## src/rtl/mode_seq_ctrl_pkg.sv

```systemverilog
// seq_types_pkg: shared types for the mode sequencer.
//   cmd_t   : command encoding carried on the command handshake
//   state_t : sequencer state, also exported on the status port
//   DIR_UP / DIR_DOWN : encoding of cmd_dir
package seq_types_pkg;

  typedef enum logic [1:0] {CMD_NOP, CMD_START, CMD_STOP, CMD_PAUSE} cmd_t;
  typedef enum logic [1:0] {IDLE, RUN, PAUSE, DONE} state_t;

  localparam logic DIR_UP   = 1'b0;
  localparam logic DIR_DOWN = 1'b1;

endpackage

```

## src/rtl/mode_seq_ctrl_if.sv

```systemverilog
// mode_seq_ctrl_if: command handshake between a control FSM (master) and
// the sequencer (slave).
//   cmd_valid : command present (master -> slave)
//   cmd_ready : command accepted on cmd_valid && cmd_ready (slave -> master)
//   cmd       : CMD_NOP / CMD_START / CMD_STOP / CMD_PAUSE
//   cmd_len   : job length, WIDTH bits
//   cmd_dir   : 0 = count up, 1 = count down
interface mode_seq_ctrl_if #(
  parameter int WIDTH = 8
);

  logic                 cmd_valid;
  logic                 cmd_ready;
  seq_types_pkg::cmd_t  cmd;
  logic [WIDTH-1:0]     cmd_len;
  logic                 cmd_dir;

  modport master (
    output cmd_valid, cmd, cmd_len, cmd_dir,
    input  cmd_ready
  );

  modport slave (
    input  cmd_valid, cmd, cmd_len, cmd_dir,
    output cmd_ready
  );

endinterface

```

## src/rtl/mode_seq_ctrl_step_counter.sv

```systemverilog
// seq_step_counter: WIDTH-bit up/down step counter for one sequencer job.
//   clk, rst  : clock, synchronous active-high reset
//   load      : capture load_len/load_dir and set the first step value
//   load_len  : job length L
//   load_dir  : DIR_UP / DIR_DOWN
//   en        : take one step in the captured direction
//   clr       : force the step value to 0 (abort)
//   count     : current step index
//   last      : count holds the final step of the job
module seq_step_counter #(
  parameter int WIDTH = 8
) (
  input  logic             clk,
  input  logic             rst,
  input  logic             load,
  input  logic [WIDTH-1:0] load_len,
  input  logic             load_dir,
  input  logic             en,
  input  logic             clr,
  output logic [WIDTH-1:0] count,
  output logic             last
);
  import seq_types_pkg::*;

  localparam logic [WIDTH-1:0] STEP = WIDTH'(1);

  logic [WIDTH-1:0] len_q;
  logic             dir_q;

  always_ff @(posedge clk) begin
    if (rst) begin
      count <= '0;
      len_q <= '0;
      dir_q <= DIR_UP;
    end else if (clr) begin
      count <= '0;
    end else if (load) begin
      len_q <= load_len;
      dir_q <= load_dir;
      // A zero-length job must leave the index at 0 in either direction.
      if (load_len == '0 || load_dir == DIR_UP)
        count <= '0;
      else
        count <= load_len - STEP;
    end else if (en) begin
      if (dir_q == DIR_DOWN)
        count <= count - STEP;
      else
        count <= count + STEP;
    end
  end

  assign last = (dir_q == DIR_DOWN) ? (count == '0) : (count == len_q - STEP);

endmodule

```

## src/rtl/mode_seq_ctrl.sv

```systemverilog
// mode_seq_ctrl: command-driven sequencer running an up/down count of
// programmable length and reporting state plus a done pulse.
//   clk, rst   : clock, synchronous active-high reset
//   cmd_bus    : command handshake (slave side of mode_seq_ctrl_if)
//   out        : current step index
//   state      : IDLE / RUN / PAUSE / DONE
//   busy       : state is RUN or PAUSE
//   done       : high exactly while state is DONE
//   jobs_done  : completed-job counter, only when SEQ_STATUS_CNT_EN is defined
//
// state | meaning
// IDLE  | waiting for START; out holds the last job's final value
// RUN   | stepping out once per cycle until the last step
// PAUSE | out frozen; START resumes, STOP aborts
// DONE  | one-cycle completion pulse; commands not accepted
module mode_seq_ctrl #(
  parameter int WIDTH = 8,
  parameter int CNT_W = 16
) (
  input  logic                  clk,
  input  logic                  rst,
  mode_seq_ctrl_if.slave        cmd_bus,
  output logic [WIDTH-1:0]      out,
  output seq_types_pkg::state_t state,
  output logic                  busy,
  output logic                  done
`ifdef SEQ_STATUS_CNT_EN
  ,
  output logic [CNT_W-1:0]      jobs_done
`endif
);
  import seq_types_pkg::*;

  state_t state_q, state_d;
  logic   cmd_acc;
  logic   cnt_load, cnt_en, cnt_clr, cnt_last;

  assign cmd_bus.cmd_ready = (state_q != DONE);
  assign cmd_acc           = cmd_bus.cmd_valid && cmd_bus.cmd_ready;

  always_ff @(posedge clk) begin
    if (rst) state_q <= IDLE;
    else     state_q <= state_d;
  end

  always_comb begin
    state_d  = state_q;
    cnt_load = 1'b0;
    cnt_en   = 1'b0;
    cnt_clr  = 1'b0;
    case (state_q)
      IDLE: begin
        if (cmd_acc && cmd_bus.cmd == CMD_START) begin
          cnt_load = 1'b1;
          state_d  = (cmd_bus.cmd_len == '0) ? DONE : RUN;
        end
      end
      RUN: begin
        if (cmd_acc && cmd_bus.cmd == CMD_STOP) begin
          cnt_clr = 1'b1;
          state_d = IDLE;
        end else begin
          // The step at a PAUSE edge is still taken; at the last step the
          // counter holds, and a PAUSE there defers the DONE until resume.
          cnt_en = !cnt_last;
          if (cmd_acc && cmd_bus.cmd == CMD_PAUSE) state_d = PAUSE;
          else if (cnt_last)                       state_d = DONE;
        end
      end
      PAUSE: begin
        if (cmd_acc && cmd_bus.cmd == CMD_STOP) begin
          cnt_clr = 1'b1;
          state_d = IDLE;
        end else if (cmd_acc && cmd_bus.cmd == CMD_START) begin
          state_d = RUN;
        end
      end
      DONE:    state_d = IDLE;
      default: state_d = IDLE;
    endcase
  end

  seq_step_counter #(.WIDTH(WIDTH)) u_step (
    .clk      (clk),
    .rst      (rst),
    .load     (cnt_load),
    .load_len (cmd_bus.cmd_len),
    .load_dir (cmd_bus.cmd_dir),
    .en       (cnt_en),
    .clr      (cnt_clr),
    .count    (out),
    .last     (cnt_last)
  );

  assign state = state_q;
  assign busy  = (state_q == RUN) || (state_q == PAUSE);
  assign done  = (state_q == DONE);

`ifdef SEQ_STATUS_CNT_EN
  always_ff @(posedge clk) begin
    if (rst)       jobs_done <= '0;
    else if (done) jobs_done <= jobs_done + CNT_W'(1);
  end
`else
  logic unused_cnt_w;
  assign unused_cnt_w = ^CNT_W;
`endif

endmodule

```

## src/flat_wrapper.sv

```systemverilog
// flat-port wrapper written by rule: the top's interface ports become plain ports
module mode_seq_ctrl_flat import seq_types_pkg::*;
#(
  parameter int WIDTH = 8,
  parameter int CNT_W = 16
)
  (clk, rst, out, state, busy, done, cmd_bus_cmd_valid, cmd_bus_cmd, cmd_bus_cmd_len, cmd_bus_cmd_dir, cmd_bus_cmd_ready);
  mode_seq_ctrl_if #(.WIDTH(WIDTH)) cmd_bus_i ();
  input  logic clk;
  input  logic rst;
  output logic [WIDTH-1:0] out;
  output seq_types_pkg::state_t state;
  output logic busy;
  output logic done;
  input wire logic [$bits(cmd_bus_i.cmd_valid)-1:0] cmd_bus_cmd_valid;
  input wire logic [$bits(cmd_bus_i.cmd)-1:0] cmd_bus_cmd;
  input wire logic [$bits(cmd_bus_i.cmd_len)-1:0] cmd_bus_cmd_len;
  input wire logic [$bits(cmd_bus_i.cmd_dir)-1:0] cmd_bus_cmd_dir;
  output wire logic [$bits(cmd_bus_i.cmd_ready)-1:0] cmd_bus_cmd_ready;
  assign cmd_bus_i.cmd_valid = cmd_bus_cmd_valid;
  assign cmd_bus_i.cmd = cmd_bus_cmd;
  assign cmd_bus_i.cmd_len = cmd_bus_cmd_len;
  assign cmd_bus_i.cmd_dir = cmd_bus_cmd_dir;
  assign cmd_bus_cmd_ready = cmd_bus_i.cmd_ready;
  mode_seq_ctrl #(.WIDTH(WIDTH), .CNT_W(CNT_W)) u_core (.clk(clk), .rst(rst), .cmd_bus(cmd_bus_i), .out(out), .state(state), .busy(busy), .done(done));
endmodule
```

## config.mk

```make
export PLATFORM = sky130hd
export DESIGN_NAME = mode_seq_ctrl_flat
export DESIGN_NICKNAME = d
export VERILOG_FILES = /design/src/rtl/mode_seq_ctrl_pkg.sv /design/src/rtl/mode_seq_ctrl_if.sv /design/src/rtl/mode_seq_ctrl_step_counter.sv /design/src/rtl/mode_seq_ctrl.sv /design/src/flat_wrapper.sv
export SDC_FILE = /design/constraint.sdc
export NUM_CORES = 1
export LEC_CHECK = 0
export CAP_MARGIN = 40
export CORE_MARGIN = 4
export CORE_UTILIZATION = 40
export CTS_CLUSTER_SIZE = 10
export DETAILED_ROUTE_END_ITERATION = 12
export MAX_ROUTING_LAYER = met4
export PLACE_DENSITY_LB_ADDON = 0.25
export SETUP_SLACK_MARGIN = 0.2
export SLEW_MARGIN = 20
export SYNTH_ARGS = -nofsm -noshare
export SYNTH_HDL_FRONTEND = slang
export SYNTH_HIERARCHICAL = 1
export SYNTH_SLANG_ARGS = --single-unit
```

## constraint.sdc

```tcl
create_clock -name clk -period 2.7 [get_ports clk]
set_input_delay 0.405 -clock clk [delete_from_list [all_inputs] [get_ports clk]]
set_output_delay 0.405 -clock clk [all_outputs]
set_load 0.01 [all_outputs]
```

==> impl_results.md <==
- Syn Std Cell Area: 1640 um^2
- Synth Area in Simple Gates: 25.9%
- Area of the multi-input gates: 1230 um^2
- CTS H-tree depth: 1
- Synth Net Count: 235
- WL final: 4.54 mm
- Clock period minus worst slack: 2530 ps
- Multiplexer share of the synthesized area: 1.22%
- Crit-path cells: or4_4 -> o21a_1 -> o311ai_1 -> a32oi_1 -> o21ai_1 -> nand2b_4 -> nor2_4 -> buf_6 -> or2_4 -> o221ai_2 -> a21oi_1 -> o31a_1
- GR Overflow Total: 0
- FF/Latch Area: 390 um^2
- Critical Path End Type: flip-flop
- PwrDens: 550 nW/um^2
- Total I/O pin count: 27
- Fin. max-slew vios: 0
- CTS clk-pin slew, worst paths: 80 ps
- Ys async rst share: 0%
- Hold Path Class: reg2reg
- Row cnt: 23
- Layout cells sized above 1: 15.9%
- Max-Cap Viols: 0
- Power Internal: 0.736 mW
- Die Height: 72.0 um
- Adder-cell share of the synthesized area: 11.1%
- DR DRC count: 0
- Post-Synth XOR/XNOR Area: 7.48%
- DP HPWL: 3.40 mm
- R2r setup slk: 170 ps
- Sw Ratio: 37.8%
- Unrepaired setup endpoints after global routing: yes
- Startpoint Class: flip-flop
- Vias in the first global route: 1567
- Port-buffer cells: 26
- Fin Clk Skew: 6.20 ps
- Actual slew at the worst max-slew pin: 555 ps
- Peak supply drop: 237 uV
- CTS tree: yes
- Register bit total from synthesis: 19
- Critical path type: reg2reg
- Via density per instance: 5.73
- Starting Density: 41.3%
- CTS Sinks: 19
- Fraction of the mapped netlist area in compound gates: 27.0%
- Status: completed
- Clock tree buffer depth: 2
- Final Hold Violating Endpoints: 0
- Synth Area per Inst: 7.92 um^2
- Detail Route Antenna Nets: 0
- Final Setup Violations: 0
- Worst-path fanout max: 8
- Largest family of logic cells by synthesized area: compound AO/OA/AOI/OAI gates
- CP delay by family, top: simple AND/OR/NAND/NOR gates
- Setup TNS: 0 ps
- Worst path arrival time: 2680 ps
- CTS Hold Bufs: 0
- CP bufs+invs: 1
- Die area: 5190 um^2
- Clk_lat worst skew: 260 ps
- Largest net degree at the start of global routing: 12
- TritonCTS Buffers: 3
- Cells after Synth: 207
- CTS root buf: clkbuf_8
- Max Fclk: 0.396 GHz
- Post-layout nets: 275
- EDFF count, synth: 0
- Syn. warnings: 6
- Total Power: 1.18 mW
- Gate power share: 49.1%
- RePlAce Congestion: 0.840
- Initial antenna violation count: 0
- Area leader, netlist: dfxtp_1
- Chip width: 72.0 um
- Switching pwr: 0.448 mW
- Main flop type after synthesis: dfxtp_1
- First-pass detailed-route iteration total: 4
- First-pass GRT wire length: 7.49 mm
- Area growth syn-to-layout: 31.2%
- Lkg Pwr: 0.840 nW
- Core ar.: 3970 um^2
- Tot GR Track Use: 18.3%
- Commonest non-fill, non-tap cell in the layout: clkdlybuf4s50_1
- Library cells used by synthesis: 57
- Register area share after synthesis: 23.2%
- Relative slew slack: 62.9%
- Register share of total power: 33.7%
- Final Cycle Share: 93.6%
- Via count: 1697
- Req. time, crit path: 2850 ps
- Fill cell total of the finished layout: 401
- Most frequent cells in the layout: 26 x clkdlybuf4s50_1, 23 x a21oi_1, 21 x nand2_1, 15 x dfxtp_1
- Clk pwr share: 17.2%
- Ant. Diodes: 0
- Area contributors post-synth: dfxtp_1 23%, ha_1 9.9%, a21oi_1 7.0%
- Drt initial violations: 131
- Top-area cell type share of the netlist area: 23.2%
- Max stage delay on crit path: 520 ps
- DR WL/cell: 15.3 um
- Slowest CP cell: or4_4
==> worst paths after layout <==
path                                       start                                   to  cells after the start
max reg2reg  u_core/u_step/len_q[3]$_SDFFE_PP0P_  u_core/u_step/count[7]$_SDFFE_PP0P_                     12
min reg2reg  u_core/u_step/len_q[7]$_SDFFE_PP0P_  u_core/u_step/len_q[7]$_SDFFE_PP0P_                      2
min          u_core/u_step/len_q[7]$_SDFFE_PP0P_  u_core/u_step/len_q[7]$_SDFFE_PP0P_                      2
max          u_core/u_step/len_q[3]$_SDFFE_PP0P_  u_core/u_step/count[7]$_SDFFE_PP0P_                     12
==> power by group through the flow <==
stage / Clock (mW) / Sequential (mW) / Combinational, mW
CTS: 0.208 / 0.399 / 0.558
floorplan: 0 / 0.398 / 0.346
global placement: 0 / 0.405 / 0.523
finish: 0.203 / 0.399 / 0.581
global route: 0.214 / 0.408 / 0.641
detailed placement: 0 / 0.406 / 0.529
==> synth_stat cells, types with 2 or more instances <==
cell	count
a211o_1	2
inv_1	12
o21ai_0	8
dfxtp_1	19
o221a_2	3
nor2b_1	2
xnor2_1	9
clkbuf_1	5
mux2i_1	2
a21oi_1	23
and3_1	3
o221ai_1	2
and2_1	2
nor4_1	4
nand3_1	3
xor2_1	5
ha_1	13
nand2b_1	5
nor3_1	9
o211ai_1	2
nor3b_1	2
nand2_1	21
o21a_1	3
o211a_1	2
or4_4	2
nor2_1	13
==> state kept, by name (all words and copies together) (netlist names) <==
| name | count |
|---|---|
| u_core/u_step/dir_q | 1 |
| u_core/state | 2 |
| u_core/u_step/count | 8 |
| u_core/u_step/len_q | 8 |
==> routing by layer <==
| metal | GRT usage (%) | routed length [um] |
|---|---|---|
| met5 | - | 0 |
| met4 | 5.64 | 55 |
| met3 | 2.63 | 305 |
| met2 | 27.9 | 2020 |
| met1 | 25.1 | 2160 |
==> per-stage QoR <==
stage               setup slack, ps  area [um^2]  instances  hold slack, ps  util [%]
floorplan                       160         1660        207             449         -
global placement                168         2020        286             458      50.8
detailed placement              111         2020        286             462      50.8
CTS                             155         2110        294             473      53.2
global route                   38.5         2150        296             506      54.2
finish                          172         2150        296             470      54.2
==> cell families (layout without fill, tap and decap cells) <==
group	after synthesis	in the layout
and+or+nand+nor	76	76
AOI/OAI and AO/OA	64	64
DFF	19	19
buffers and inverters	18	57
adders and majority gates	14	14
xor gates and xnor gates	14	14
muxes	2	2
==> worst min-delay path: stages, from the launching register on <==
cell     delay (ps)
dfxtp_1         320
nand2_1          50
a21oi_1          50
==> what timing repair did <==
action	4_1_cts	5_1_grt
endpoints found under the setup margin	7	8
gates resized for setup	8	5
setup buffers	4	2
pin swaps	7	7
==> area by class of cell <==
type,count,area share [%]
Inverter,12,2.09
Timing Repair Buffer,41,17.7
Multi-Input combinational cell,170,57.1
Tap cell,50,2.91
Clock buffer,4,2.09
Sequential cell,19,18.1
Power figures use the tool's default switching activity.
